--- config.mk ---
export PLATFORM = sky130hd
export DESIGN_NAME = fetch_unit_flat
export DESIGN_NICKNAME = d
export VERILOG_FILES = /design/src/rtl/fetch_unit_pkg.sv /design/src/rtl/fetch_unit_if.sv /design/src/rtl/fetch_unit_fifo.sv /design/src/rtl/fetch_unit.sv /design/src/flat_wrapper.sv
export SDC_FILE = /design/constraint.sdc
export NUM_CORES = 1
export LEC_CHECK = 0
export CAP_MARGIN = 30
export CORE_UTILIZATION = 40
export DETAILED_ROUTE_END_ITERATION = 6
export PLACE_DENSITY = 0.71
export SYNTH_ARGS = -nofsm -noshare
export SYNTH_HDL_FRONTEND = slang
export SYNTH_SLANG_ARGS = --single-unit
--- constraint.sdc ---
create_clock -name i_clock -period 7.2 [get_ports i_clock]
set_input_delay 2.16 -clock i_clock [delete_from_list [all_inputs] [get_ports i_clock]]
set_output_delay 2.16 -clock i_clock [all_outputs]
set_load 0.05 [all_outputs]
--- src/rtl/fetch_unit_pkg.sv ---
// Shared types and constants for the instruction fetch front end.
package fetch_unit_pkg;

    localparam int unsigned XLEN            = 32;
    localparam int unsigned MAX_FETCH_WIDTH = 4;
    localparam logic [XLEN-1:0] NOP_INSTR   = 32'h0000_0013;

    typedef struct packed {
        logic [XLEN-1:0] address;
        logic [XLEN-1:0] instr;
    } fetch_lane_t;

    // Word address of lane k within a bundle starting at base.
    function automatic logic [XLEN-1:0] lane_addr(input logic [XLEN-1:0] base,
                                                  input int unsigned     lane);
        return base + XLEN'(4 * lane);
    endfunction

endpackage

--- src/rtl/fetch_unit_if.sv ---
// Cache request, redirect/control and decode handshake signals of the fetch unit.
interface fetch_if #(
    parameter int unsigned FETCH_WIDTH = 2,
    parameter int unsigned QUEUE_DEPTH = 4
);
    localparam int unsigned CNT_W = $clog2(QUEUE_DEPTH) + 1;

    logic [FETCH_WIDTH-1:0][31:0] o_cache_address;
    logic                         o_cache_read;
    logic [FETCH_WIDTH-1:0][31:0] i_cache_instr;
    logic [FETCH_WIDTH-1:0]       i_cache_hit;
    logic [31:0]                  i_jmp_address;
    logic                         i_jmp_write;
    logic                         i_clear;
    logic                         i_halt;
    logic [FETCH_WIDTH-1:0][31:0] o_address;
    logic [FETCH_WIDTH-1:0][31:0] o_instr;
    logic                         o_valid;
    logic                         i_ready;
    logic [CNT_W-1:0]             o_count;

    modport master (
        output o_cache_address, o_cache_read,
        input  i_cache_instr, i_cache_hit,
        input  i_jmp_address, i_jmp_write, i_clear, i_halt,
        output o_address, o_instr, o_valid, o_count,
        input  i_ready
    );

    modport slave (
        input  o_cache_address, o_cache_read,
        output i_cache_instr, i_cache_hit,
        output i_jmp_address, i_jmp_write, i_clear, i_halt,
        input  o_address, o_instr, o_valid, o_count,
        output i_ready
    );

endinterface

--- src/rtl/fetch_unit_fifo.sv ---
// Bundle FIFO: power-of-two depth, flush collapses the queue without touching storage.
module fetch_unit_fifo #(
    parameter int unsigned DATA_WIDTH = 128,
    parameter int unsigned DEPTH      = 4
) (
    input  logic                     clk,
    input  logic                     rst,
    input  logic                     push,
    input  logic                     pop,
    input  logic                     flush,
    input  logic [DATA_WIDTH-1:0]    din,
    output logic [DATA_WIDTH-1:0]    dout,
    output logic [$clog2(DEPTH):0]   count
);
    localparam int unsigned PTR_W = $clog2(DEPTH);
    localparam int unsigned CNT_W = PTR_W + 1;

    logic [DATA_WIDTH-1:0] mem [DEPTH];
    logic [PTR_W-1:0]      wr_ptr_q, wr_ptr_d;
    logic [PTR_W-1:0]      rd_ptr_q, rd_ptr_d;
    logic [CNT_W-1:0]      count_q, count_d;

    always_comb begin
        wr_ptr_d = wr_ptr_q;
        rd_ptr_d = rd_ptr_q;
        count_d  = count_q;
        if (flush) begin
            rd_ptr_d = wr_ptr_q;
            count_d  = '0;
        end else begin
            if (push) wr_ptr_d = wr_ptr_q + PTR_W'(1);
            if (pop)  rd_ptr_d = rd_ptr_q + PTR_W'(1);
            case ({push, pop})
                2'b10:   count_d = count_q + CNT_W'(1);
                2'b01:   count_d = count_q - CNT_W'(1);
                default: count_d = count_q;
            endcase
        end
    end

    always_ff @(posedge clk or posedge rst) begin
        if (rst) begin
            wr_ptr_q <= '0;
            rd_ptr_q <= '0;
            count_q  <= '0;
        end else begin
            wr_ptr_q <= wr_ptr_d;
            rd_ptr_q <= rd_ptr_d;
            count_q  <= count_d;
        end
    end

    // Storage carries no reset; the head is masked downstream while empty.
    always_ff @(posedge clk) begin
        if (push && !flush) mem[wr_ptr_q] <= din;
    end

    assign dout  = mem[rd_ptr_q];
    assign count = count_q;

endmodule

--- src/rtl/fetch_unit.sv ---
// Instruction fetch front end: PC, bundle request/accept, jump/clear/halt, decode-side muxing.
module fetch_unit
    import fetch_unit_pkg::*;
#(
    parameter logic [31:0] RESET_VECTOR = 32'h0000_0000,
    parameter int unsigned FETCH_WIDTH  = 2,
    parameter int unsigned QUEUE_DEPTH  = 4
) (
    input  logic      i_clock,
    input  logic      i_reset,
    fetch_if.master   bus
);
    localparam int unsigned CNT_W   = $clog2(QUEUE_DEPTH) + 1;
    localparam int unsigned LANE_W  = $bits(fetch_lane_t);
    localparam int unsigned DATA_W  = LANE_W * FETCH_WIDTH;
    localparam int unsigned PC_STEP = 4 * FETCH_WIDTH;

    logic [31:0]                       pc_q, pc_d;
    fetch_lane_t [FETCH_WIDTH-1:0]     push_bundle;
    fetch_lane_t [FETCH_WIDTH-1:0]     head_bundle;
    logic [DATA_W-1:0]                 fifo_dout;
    logic [CNT_W-1:0]                  fifo_count;
    logic                              valid;
    logic                              full;
    logic                              flush;
    logic                              pop;
    logic                              req;
    logic                              push;

    // Jump and clear both flush and suppress any same-cycle queue traffic.
    always_comb begin
        valid = (fifo_count != '0);
        full  = (fifo_count == CNT_W'(QUEUE_DEPTH));
        flush = bus.i_jmp_write | bus.i_clear;
        pop   = valid & bus.i_ready & ~bus.i_halt & ~flush;
        req   = ~bus.i_halt & ~flush & (~full | pop);
        push  = req & (&bus.i_cache_hit);
    end

    always_comb begin
        pc_d = pc_q;
        if (bus.i_jmp_write) begin
            pc_d = bus.i_jmp_address & ~32'h0000_0003;
        end else if (push) begin
            pc_d = pc_q + 32'(PC_STEP);
        end
    end

    always_ff @(posedge i_clock or posedge i_reset) begin
        if (i_reset) pc_q <= RESET_VECTOR;
        else         pc_q <= pc_d;
    end

    always_comb begin
        push_bundle = '0;
        for (int unsigned k = 0; k < FETCH_WIDTH; k++) begin
            push_bundle[k].address = lane_addr(pc_q, k);
            push_bundle[k].instr   = bus.i_cache_instr[k];
        end
    end

    fetch_unit_fifo #(
        .DATA_WIDTH (DATA_W),
        .DEPTH      (QUEUE_DEPTH)
    ) u_fifo (
        .clk   (i_clock),
        .rst   (i_reset),
        .push  (push),
        .pop   (pop),
        .flush (flush),
        .din   (push_bundle),
        .dout  (fifo_dout),
        .count (fifo_count)
    );

    assign head_bundle = fifo_dout;

    always_comb begin
        bus.o_cache_read    = req;
        bus.o_valid         = valid;
        bus.o_count         = fifo_count;
        bus.o_cache_address = '0;
        bus.o_address       = '0;
        bus.o_instr         = '0;
        for (int unsigned k = 0; k < FETCH_WIDTH; k++) begin
            bus.o_cache_address[k] = lane_addr(pc_q, k);
            bus.o_address[k]       = valid ? head_bundle[k].address : 32'h0;
            bus.o_instr[k]         = valid ? head_bundle[k].instr   : NOP_INSTR;
        end
    end

endmodule

--- src/flat_wrapper.sv ---
// flat-port wrapper written by rule: the top's interface ports become plain ports
module fetch_unit_flat import fetch_unit_pkg::*;
#(
    parameter logic [31:0] RESET_VECTOR = 32'h0000_0000,
    parameter int unsigned FETCH_WIDTH  = 2,
    parameter int unsigned QUEUE_DEPTH  = 4
)
  (i_clock, i_reset, bus_o_cache_address, bus_o_cache_read, bus_i_cache_instr, bus_i_cache_hit, bus_i_jmp_address, bus_i_jmp_write, bus_i_clear, bus_i_halt, bus_o_address, bus_o_instr, bus_o_valid, bus_o_count, bus_i_ready);
  fetch_if #(.FETCH_WIDTH(FETCH_WIDTH), .QUEUE_DEPTH(QUEUE_DEPTH)) bus_i ();
  input  logic i_clock;
  input  logic i_reset;
  output wire logic [$bits(bus_i.o_cache_address)-1:0] bus_o_cache_address;
  output wire logic [$bits(bus_i.o_cache_read)-1:0] bus_o_cache_read;
  input wire logic [$bits(bus_i.i_cache_instr)-1:0] bus_i_cache_instr;
  input wire logic [$bits(bus_i.i_cache_hit)-1:0] bus_i_cache_hit;
  input wire logic [$bits(bus_i.i_jmp_address)-1:0] bus_i_jmp_address;
  input wire logic [$bits(bus_i.i_jmp_write)-1:0] bus_i_jmp_write;
  input wire logic [$bits(bus_i.i_clear)-1:0] bus_i_clear;
  input wire logic [$bits(bus_i.i_halt)-1:0] bus_i_halt;
  output wire logic [$bits(bus_i.o_address)-1:0] bus_o_address;
  output wire logic [$bits(bus_i.o_instr)-1:0] bus_o_instr;
  output wire logic [$bits(bus_i.o_valid)-1:0] bus_o_valid;
  output wire logic [$bits(bus_i.o_count)-1:0] bus_o_count;
  input wire logic [$bits(bus_i.i_ready)-1:0] bus_i_ready;
  assign bus_o_cache_address = bus_i.o_cache_address;
  assign bus_o_cache_read = bus_i.o_cache_read;
  assign bus_i.i_cache_instr = bus_i_cache_instr;
  assign bus_i.i_cache_hit = bus_i_cache_hit;
  assign bus_i.i_jmp_address = bus_i_jmp_address;
  assign bus_i.i_jmp_write = bus_i_jmp_write;
  assign bus_i.i_clear = bus_i_clear;
  assign bus_i.i_halt = bus_i_halt;
  assign bus_o_address = bus_i.o_address;
  assign bus_o_instr = bus_i.o_instr;
  assign bus_o_valid = bus_i.o_valid;
  assign bus_o_count = bus_i.o_count;
  assign bus_i.i_ready = bus_i_ready;
  fetch_unit #(.RESET_VECTOR(RESET_VECTOR), .FETCH_WIDTH(FETCH_WIDTH), .QUEUE_DEPTH(QUEUE_DEPTH)) u_core (.i_clock(i_clock), .i_reset(i_reset), .bus(bus_i));
endmodule
# After elaboration in Yosys (flattened, before gate mapping)
# Memory sizes are Yosys's and may differ from the RTL's.
# Index checks and enable logic that the tools add are counted.
[op_classes]
bitwise = 11
addsub = 6
eq_ne = 3
n_mux = 12
n_reduce_logical = 8
[ops]
columns = ["operator", "n"]
rows = [
  ["32-bit two-way mux", 6],
  ["32-bit by 3-bit adder with 32-bit output, second input constant", 1],
  ["32-bit by 4-bit adder with 32-bit output, second input constant", 1],
  ["1-bit AND", 6],
  ["3-bit one-hot mux with 2 select lines", 1],
  ["3-bit nonzero test", 2],
  ["2-bit by 1-bit adder with 2-bit output, second input constant", 2],
  ["2-bit two-way mux", 2],
  ["2-bit AND reduction", 2],
  ["2-bit nonzero test", 2],
  ["3-bit by 1-bit adder with 3-bit output, second input constant", 1],
  ["3-bit == test, second input constant", 1],
  ["3-bit two-way mux", 1],
  ["1-bit inverter", 3],
  ["3-bit by 1-bit subtractor with 3-bit output, second input constant", 1],
  ["2-bit by 1-bit == test with 1-bit output, second input constant", 1],
  ["2-bit == test, second input constant", 1],
  ["1-bit two-way mux", 2],
  ["1-bit bitwise OR", 2],
  ["1-bit logical AND", 1],
  ["1-bit logical NOT", 1],
]
[word_totals]
reg_bits = 39
ram_bits = 512
n_memories = 1
input_bits = 104
elab_cells = 45
[memory_table]
columns = ["name", "depth", "width", "read_ports", "rd_clocked_by_memory_dff", "wr", "line", "rtl"]
rows = [
  ["u_core.u_fifo.mem", 4, 128, 1, 0, 1, "fetch_unit_fifo.sv:18", "logic [DATA_WIDTH-1:0] mem [DEPTH];"],
]

# Depth between registers and ports, before layout
[logic_depth]
word_depth = 10
depth_mapped = 11
mapped_depth_nobuf = 8

# Cells and area by module
# A second synthesis with hierarchy kept.
[unflattened]
cells_unflattened = 1146
area_unflattened_um2 = 22086.2
[modules_own_cells]
columns = ["mod", "cells_each", "area_per_inst_um2", "seq_area_each_um2", "instances"]
rows = [
  ["fetch_unit_fifo", 711, 18896.9, 15549.9, 1],
  ["fetch_unit", 435, 3189.3, 750.7, 1],
]

# Worst setup path after synthesis
# No wires, ideal clock.
[synth_path]
path_kind = "input to register"
startpoint = "in bus_i_jmp_write"
endpoint = "mem u_core.u_fifo.mem[0][0] (enable)"
arrival_time_ns = 6.194
setup_slack_ns = 0.508
stages = 7
path_cell_list = "buf_6 or2_1 buf_6 nor4_4 buf_6 buf_2 and2_1"
[synth_between]
elab_chain_len = 9
elab_cells_between_ends = 11
classes_between = "mux (2); bitwise (7); reduce/logical (2)"
[synth_rtl]
columns = ["item", "line", "rtl"]
rows = [
  ["start, declared", "flat_wrapper.sv:17", "input wire logic [$bits(bus_i.i_jmp_write)-1:0] bus_i_jmp_write;"],
  ["1-bit bitwise OR *", "fetch_unit.sv:34", "flush = bus.i_jmp_write | bus.i_clear;"],
  ["1-bit inverter (no source line)", "-", ""],
  ["1-bit AND", "fetch_unit.sv:35", "pop = valid & bus.i_ready & ~bus.i_halt & ~flush;"],
  ["1-bit bitwise OR", "fetch_unit.sv:36", "req = ~bus.i_halt & ~flush & (~full | pop);"],
  ["1-bit AND", "fetch_unit.sv:36", ""],
  ["1-bit AND", "fetch_unit.sv:37", "push = req & (&bus.i_cache_hit);"],
  ["1-bit logical AND *", "fetch_unit_fifo.sv:55", "if (push && !flush) mem[wr_ptr_q] <= din;"],
  ["1-bit two-way mux *", "fetch_unit_fifo.sv:55", ""],
  ["1-bit two-way mux (implied by the code) *", "fetch_unit_fifo.sv:55", ""],
  ["end, declared", "fetch_unit_fifo.sv:18", ""],
]
# Mark *: on every way between the ends. The rest lies on a longest branch, timed or not.

# Final worst setup path
[layout_path]
startpoint = "reg u_core.pc_q[4]"
endpoint = "out bus_o_cache_address[61]"
[layout_between]
elab_chain_len = 1
[layout_rtl]
columns = ["item", "line", "rtl"]
rows = [
  ["start, declared", "fetch_unit.sv:18", "logic [31:0] pc_q, pc_d;"],
  ["start signal, assigned", "fetch_unit.sv:51", "else pc_q <= pc_d;"],
  ["32-bit by 3-bit adder with 32-bit output", "fetch_unit_pkg.sv:16", "return base + XLEN'(4 * lane);"],
  ["end, declared", "flat_wrapper.sv:12", "output wire logic [$bits(bus_i.o_cache_address)-1:0] bus_o_cache_address;"],
]
# Every way passes these cells.

==> reports/summary.log <==
INFO  yosys          synth_top_area_share=69.7%
INFO  floorplanning  dieHeight=233microns
INFO  pwr            total_power=7.59mW
INFO  min_path       hold_end=u_core.u_fifo.rd_ptr_q[0]
INFO  critical_path  crit_path_end_kind=primary output
INFO  floorplanning  floorplan.io_pins=301
INFO  min_path       worstHoldPathType=reg -> reg
INFO  grt            globalRouteTotalUtil=18.7%
INFO  min_path       timing.hold.worst.start=u_core.u_fifo.wr_ptr_q[0]
INFO  critical_path  path_cells=ha_1, nand3_1, nor4_1, nand4_1, or2_2, xnor2_1, clkdlybuf4s50_1
INFO  routing        detail_route.iter0.violations=919
INFO  pwr            max_vdd_drop=166uV
INFO  timing         setup_viol_count_final=0
INFO  run_status     status=finished clean
INFO  timing         unrepaired_setup_endpoints_after_global_routing=false
INFO  timing         timing.clock.skew=0.0228ns
INFO  clocking       post_cts_resize_count=0
INFO  floorplanning  floorplan.core_area=0.0527sqmm
INFO  yosys          yosysTopAreaCell=sky130_fd_sc_hd__edfxtp_1
INFO  timing         drv_slew=0
INFO  grt            first_global_vias=11900
INFO  clocking       clk_root_buffer_cell=sky130_fd_sc_hd__clkbuf_16
INFO  critical_path  r2r_end=u_core.u_fifo.mem[0][125]
INFO  yosys          yosys_most_used_dff=sky130_fd_sc_hd__edfxtp_1
INFO  layout         final_cell_area=0.0268sqmm
INFO  timing         timing_worst_slew_pin_value=0.987ns
INFO  timing         setup_tns=0ns
INFO  grt            grt_start_max_net_pins=59
INFO  critical_path  slowest_delay=0.93ns
INFO  floorplanning  rows=84
INFO  critical_path  timing.reg2reg.worst_path_depth=6
INFO  critical_path  crit_fanout=10
INFO  clocking       ctsHtreeMaxLevel=2
INFO  timing         max_clock_freq=0.151GHz
INFO  critical_path  path_delay_family=simple AND/OR/NAND/NOR gates
INFO  routing        detail_route.first_pass.iterations=7
INFO  layout         area_growth_syn_to_layout=25.3%
INFO  critical_path  crit_required=5.04ns
INFO  yosys          ys_ff_latch=533
INFO  floorplanning  die_width=233microns
INFO  critical_path  timing.rr.start=u_core.pc_q[4]
INFO  min_path       timing.hold.worst_path_depth=2
INFO  yosys          number_of_standard_cells_after_synthesis=1120
INFO  clocking       worst_setup_hold_path_clk_slew=0.06ns
INFO  yosys          netlist_top_cells_area=sky130_fd_sc_hd__edfxtp_1 70%, sky130_fd_sc_hd__mux4_2 13%, sky130_fd_sc_hd__dfrtp_1 4.3%
INFO  routing        drt.antenna.violating_nets=0
INFO  routing        detail_route.wirelength=50300microns
INFO  yosys          yosysWarningCount=0
INFO  placed_design  dpl_cell_area=0.0251sqmm
INFO  clocking       clock_sink_count=533
INFO  grt            grt_antenna_before_repair=6
INFO  placed_design  gp_congestion=0.868
INFO  critical_path  path_class=reg -> out
INFO  critical_path  worstPathBufferInverterCount=1
INFO  critical_path  timing.critical_path.slowest_stage_cell=sky130_fd_sc_hd__clkdlybuf4s50_1
INFO  clocking       clock_path_buffers=3
INFO  clocking       tritoncts_clock_tree=done
INFO  clocking       cts_hold_repair.buffers=0
INFO  timing         maxSlewHeadroom=34.2%
INFO  placed_design  port_buffers=290
INFO  grt            grt_remaining_overflow=0
INFO  yosys          synth_edf_count=496
INFO  critical_path  critical_path.startpoint_type=register
INFO  yosys          syn_area_cell=19.1squm
INFO  yosys          async_set_or_reset_register_ratio_after_synthesis=6.94%
INFO  pwr            cellPowerDensity=283mW/mm^2
INFO  routing        drt-wirelength-per-cell=23.3microns
INFO  routing        drc_violations_left=0
INFO  critical_path  reg2reg_slack=4.00ns
INFO  yosys          synth_seq_area_share=74.0%
INFO  layout         multiInputGateArea=0.00521sqmm
INFO  floorplanning  initial_utilization=40.6%
INFO  routing        detailroute.via_count=11400
INFO  flow_run       timing.max_cap.violations=0
INFO  layout         nNetsFinal=1538
INFO  yosys          syn_area=0.0214sqmm
INFO  layout         fillCellCount=4266
INFO  clocking       cts_setup_buffers=0
INFO  layout         drive_gt1_share=17.0%
INFO  placed_design  post-dp-hpwl=31200microns
INFO  timing         final_hold_viol_count=0
INFO  yosys          post_synth_num_cell_types=47
INFO  clocking       clock_insertion_delay_at_the_later_pin_of_the_skew_report=0.60ns
INFO  grt            grt_pass1_wl=75000microns
INFO  floorplanning  area_of_the_die=0.0543sqmm
INFO  timing         post-route-period-util=91.7%
INFO  pwr            p_leak=8.67nW
INFO  layout         seq_area=0.0158sqmm
INFO  timing         fin_hold_ws=0.569ns
INFO  clocking       cts_made_buffers=54
INFO  timing         finalCriticalPeriod=6.60ns
INFO  critical_path  cp.arrival=4.44ns
INFO  routing        routed_vias_inst=5.27
==> registers in the layout, indices dropped and copies added (netlist names) <==
register	count
u_core.u_fifo.count	3
u_core.u_fifo.mem	496
u_core.pc_q	30
u_core.u_fifo.wr_ptr_q	2
u_core.u_fifo.rd_ptr_q	2
==> cells in the mapped netlist, drive strengths merged, types with 3 or more instances <==
| library cell | n |
|---|---|
| buf | 30 |
| o311ai | 7 |
| nand2 | 55 |
| nand2b | 3 |
| nand3 | 21 |
| ha | 7 |
| or3 | 7 |
| o211ai | 14 |
| nor3 | 12 |
| clkbuf | 43 |
| dfrtp | 37 |
| nand4 | 15 |
| nor4 | 6 |
| a21oi | 3 |
| inv | 8 |
| xor2 | 15 |
| xnor2 | 19 |
| a221o | 3 |
| a31oi | 3 |
| o21ai | 19 |
| or4 | 3 |
| or2 | 10 |
| and2 | 123 |
| nor2 | 22 |
| mux4 | 124 |
| edfxtp | 496 |
==> how the worst max path moves through the flow <==
stage,startpoint,end,slack [ns],depth (start not counted)
finish,u_core.pc_q[4],bus_o_cache_address[61],0.60,7
global route,u_core.pc_q[4],bus_o_cache_address[61],0.39,7
CTS,u_core.pc_q[4],bus_o_cache_address[61],0.66,7
detailed placement,u_core.pc_q[4],bus_o_cache_address[61],1.33,7
global placement,u_core.pc_q[3],bus_o_cache_address[61],1.41,7
floorplan,bus_i_jmp_write,u_core.u_fifo.mem[0][0],0.51,7
==> layout make-up <==
cell class,instances,area share [%]
clock inverter,38,0.967
clock buffer,63,5.17
tap,688,3.21
timing repair buffer,316,11.9
sequential,533,59.1
multi-input combinational,513,19.5
antenna,3,0.0280
inverter,8,0.121
==> report_power, final <==
group	internal, mW	total (mW)	switching (mW)
Clock	1.45	2.61	1.16
Combinational	0.696	1.34	0.645
Sequential	3.47	3.64	0.163
==> worst reg2reg max path, stage by stage (launching register included) <==
cell	delay, ns
sky130_fd_sc_hd__dfrtp_1	0.58
sky130_fd_sc_hd__ha_1	0.30
sky130_fd_sc_hd__nand3_1	0.25
sky130_fd_sc_hd__nor4_1	0.74
sky130_fd_sc_hd__nand4_1	0.26
sky130_fd_sc_hd__or2_2	0.34
sky130_fd_sc_hd__xnor2_1	0.46
==> per-layer routing <==
layer / GRT usage, % / vias up / part of all wire (%)
met5: 0 / - / 0.091
met4: 4.96 / 6 / 1.8
met3: 5.49 / 76 / 8.5
met2: 30.2 / 431 / 49
met1: 24.6 / 5836 / 41
li1: - / 5039 / -
==> cells in the final DEF, fill, tap and decap left out, types with 5 or more instances in the layout <==
| cell | netlist | layout |
|---|---|---|
| sky130_fd_sc_hd__mux4_2 | 124 | 124 |
| sky130_fd_sc_hd__ha_1 | 7 | 7 |
| sky130_fd_sc_hd__edfxtp_1 | 496 | 496 |
| sky130_fd_sc_hd__buf_4 | 8 | 20 |
| sky130_fd_sc_hd__conb_1 | 1 | 8 |
| sky130_fd_sc_hd__dfrtp_1 | 37 | 35 |
| sky130_fd_sc_hd__clkinv_2 | 0 | 10 |
| sky130_fd_sc_hd__nand4_1 | 15 | 15 |
| sky130_fd_sc_hd__clkbuf_16 | 0 | 54 |
| sky130_fd_sc_hd__or3_1 | 7 | 7 |
| sky130_fd_sc_hd__o21ai_0 | 19 | 19 |
| sky130_fd_sc_hd__inv_1 | 7 | 5 |
| sky130_fd_sc_hd__nand2_1 | 54 | 54 |
| sky130_fd_sc_hd__o211ai_1 | 14 | 14 |
| sky130_fd_sc_hd__xnor2_1 | 19 | 19 |
| sky130_fd_sc_hd__nor2_1 | 22 | 22 |
| sky130_fd_sc_hd__nor3_1 | 12 | 12 |
| sky130_fd_sc_hd__clkdlybuf4s50_1 | 0 | 289 |
| sky130_fd_sc_hd__clkinvlp_4 | 0 | 5 |
| sky130_fd_sc_hd__nand3_1 | 20 | 20 |
| sky130_fd_sc_hd__or2_2 | 9 | 9 |
| sky130_fd_sc_hd__xor2_1 | 15 | 15 |
| sky130_fd_sc_hd__clkbuf_1 | 43 | 9 |
| sky130_fd_sc_hd__and2_1 | 123 | 119 |
| sky130_fd_sc_hd__clkinv_1 | 0 | 17 |
| sky130_fd_sc_hd__buf_12 | 0 | 5 |
==> per-stage QoR <==
stage | worst slack [ns] | std cells | utilization [%]
5_1_grt | 0.388 | 2162 | 50.9
2_1_floorplan | 0.508 | 1127 | -
4_1_cts | 0.664 | 2158 | 50.8
6_report | 0.598 | 2162 | 50.9
3_5_place_dp | 1.33 | 2057 | 47.7
3_3_place_gp | 1.41 | 2055 | 47.6
==> cell families (layout without fill, tap and decap cells) <==
group / count (synthesis) / after routing / synth area share [%]
AOI/OAI and AO/OA: 55 / 55 / 1.74
xor gates and xnor gates: 34 / 34 / 1.39
DFF: 533 / 533 / 74.0
and+or+nand+nor: 282 / 282 / 7.38
other: 1 / 11 / 0.0175
buffers and inverters: 81 / 425 / 1.76
adders and majority gates: 8 / 8 / 0.504
muxes: 126 / 126 / 13.2
(Power assumes the default switching activity.)
==> edit: new RTL, same flow settings <==
`FETCH_WIDTH` is set to 2 in 3 places; all go to 4.
--- a/src/rtl/fetch_unit_if.sv
+++ b/src/rtl/fetch_unit_if.sv
@@ -1,5 +1,5 @@
 // Cache request, redirect/control and decode handshake signals of the fetch unit.
 interface fetch_if #(
-    parameter int unsigned FETCH_WIDTH = 2,
+    parameter int unsigned FETCH_WIDTH = 4,
     parameter int unsigned QUEUE_DEPTH = 4
 );
--- a/src/rtl/fetch_unit.sv
+++ b/src/rtl/fetch_unit.sv
@@ -4,5 +4,5 @@
 #(
     parameter logic [31:0] RESET_VECTOR = 32'h0000_0000,
-    parameter int unsigned FETCH_WIDTH  = 2,
+    parameter int unsigned FETCH_WIDTH  = 4,
     parameter int unsigned QUEUE_DEPTH  = 4
 ) (
--- a/src/flat_wrapper.sv
+++ b/src/flat_wrapper.sv
@@ -3,5 +3,5 @@
 #(
     parameter logic [31:0] RESET_VECTOR = 32'h0000_0000,
-    parameter int unsigned FETCH_WIDTH  = 2,
+    parameter int unsigned FETCH_WIDTH  = 4,
     parameter int unsigned QUEUE_DEPTH  = 4
 )
Interface: changed (5 resized); port bits go from 301 to 559. The function was not compared with the original's and may differ.
==> edit against the unedited design <==
  * Setup slack worse by 0.14 ns
  * Maximum frequency is 2.1% lower
  * Sequential cell count is 488 higher
  * Synthesized area is 91% higher
  * Final area is 92% higher
  * Power is 82% higher
  * Clock power is 110% higher
  * Routed wire length is 110% higher
  * Via count is 87% higher
  * Critical path type unchanged
  * Largest cell class unchanged
  * Highest routed layer unchanged
==> edit: results (changes against the unedited design) <==
DETAILED ROUTING
--------------------------------------------------------------------------
Vias per Instance                                                     5.22   -0.84%
First DRT Iteration DRCs                                              1643   +79%

GLOBAL ROUTE
--------------------------------------------------------------------------
Pin count of the biggest net entering global routing                   101   +71%
Met2 global-route usage                                              33.4%   +3.2 points
Wire length of the first global-routing pass                        151 mm   +100%
Initial antenna violation count                                         16   +10
Vias in the first global route                                       22.1k   +86%

STA
--------------------------------------------------------------------------
Worst setup skew after layout                                    0.0320 ns   +0.00919 ns
Relative max-transition margin                                       36.5%   +2.3 points

CELLS AND AREA
--------------------------------------------------------------------------
Filler cell count                                                     7967   +87%
Net count reported at finish                                          2809   +83%
Fraction of layout instances using a drive strength above 1          18.2%   +1.2 points

PLACEMENT
--------------------------------------------------------------------------
Count of port buffers added during placement                           540   +86%
Final weighted congestion in routability-driven placement            0.831   -4.2%
Post-detail-place hpwl                                             68.6 mm   +120%

PWR
--------------------------------------------------------------------------
Fraction of power spent switching nets                               23.8%   -2.2 points
Worst voltage drop across the vdd grid                          0.000242 V   +46%
Combinational fraction of design power                               12.8%   -4.9 points
Leak                                                               16.6 nW   +92%

SYNTH
--------------------------------------------------------------------------
Sequential-to-total area share from yosys stat                       74.7%   +0.70 points
Top cells by area, synth                                      sky130_fd_sc_hd__edfxtp_1 (72%), sky130_fd_sc_hd__mux4_2 (14%), sky130_fd_sc_hd__and2_1 (3.7%)
Number of enable flip-flop cells after synthesis                       984   +98%

CRITICAL PATH
--------------------------------------------------------------------------
Reg2reg setup slack                                                3.93 ns   -0.07 ns
Capture point of the critical path                            bus_o_cache_address[82]
Maximum net fanout on the critical path                                 13   +3

RUN STATUS
--------------------------------------------------------------------------
Outcome                                                          completed

CLOCK TREE
--------------------------------------------------------------------------
CTS HTree Levels                                                         3   +1

[edit: how the worst min path moves through the flow]
stage | startpoint | end | slack (ns) | cells after the start
2_1_floorplan | u_core.u_fifo.wr_ptr_q[1]$_DFFE_PP0P_ | u_core.u_fifo.rd_ptr_q[1]$_DFFE_PP0P_ | 0.50 | 2
3_3_place_gp | u_core.u_fifo.wr_ptr_q[1]$_DFFE_PP0P_ | u_core.u_fifo.rd_ptr_q[1]$_DFFE_PP0P_ | 0.54 | 2
3_5_place_dp | u_core.u_fifo.wr_ptr_q[0]$_DFFE_PP0P_ | u_core.u_fifo.rd_ptr_q[0]$_DFFE_PP0P_ | 0.55 | 2
4_1_cts | u_core.u_fifo.wr_ptr_q[0]$_DFFE_PP0P_ | u_core.u_fifo.rd_ptr_q[0]$_DFFE_PP0P_ | 0.56 | 2
5_1_grt | u_core.u_fifo.wr_ptr_q[0]$_DFFE_PP0P_ | u_core.u_fifo.rd_ptr_q[0]$_DFFE_PP0P_ | 0.59 | 2
6_report | u_core.u_fifo.wr_ptr_q[1]$_DFFE_PP0P_ | u_core.u_fifo.rd_ptr_q[1]$_DFFE_PP0P_ | 0.57 | 2
[edit: stage by stage]
step / instance area, um^2 / hold slack (ns) / setup WS [ns] / std cells / power (mW)
after floorplan: 40800 / 0.500 / 0.389 / 2065 / 8.02
after global placement: 47900 / 0.537 / 0.980 / 3875 / 8.60
after detailed placement: 48000 / 0.550 / 1.00 / 3878 / 8.63
after CTS: 51400 / 0.564 / 0.370 / 4070 / 14.0
after global routing: 51400 / 0.591 / 0.228 / 4074 / 14.3
final: 51400 / 0.565 / 0.453 / 4078 / 13.8
[edit: cell families after synthesis]
group,Yosys count,synth area share (%)
xor gates and xnor gates,97,2.08
AOI/OAI and AO/OA,55,0.853
other,1,0.00920
buffers and inverters,159,1.91
and+or+nand+nor,456,6.36
DFF,1021,74.7
adders and majority gates,11,0.356
muxes,250,13.7
[edit: cell type report]
type,instances,area share [%]
Antenna cell,7,0.0341
Clock inverter,62,1.23
Inverter,12,0.0974
Sequential cell,1021,59.3
Tap cell,1357,3.30
Multi-Input combinational cell,885,18.7
Clock buffer,130,5.38
Timing Repair Buffer,604,11.9
[edit: worst reg2reg max path: stages, from the launching register on]
cell and delay [ns]:
sky130_fd_sc_hd__dfrtp_1 0.70, sky130_fd_sc_hd__nand4_1 0.65, sky130_fd_sc_hd__nor2_4 0.58, sky130_fd_sc_hd__and3_1 0.37, sky130_fd_sc_hd__nand2_1 0.11, sky130_fd_sc_hd__xnor2_1 0.57
[edit: routing by layer]
layer,vias to the layer above,part of all wire [%]
li1,9226,-
met1,11100,39
met2,781,50
met3,167,8.4
met4,22,2.5
met5,-,0.16
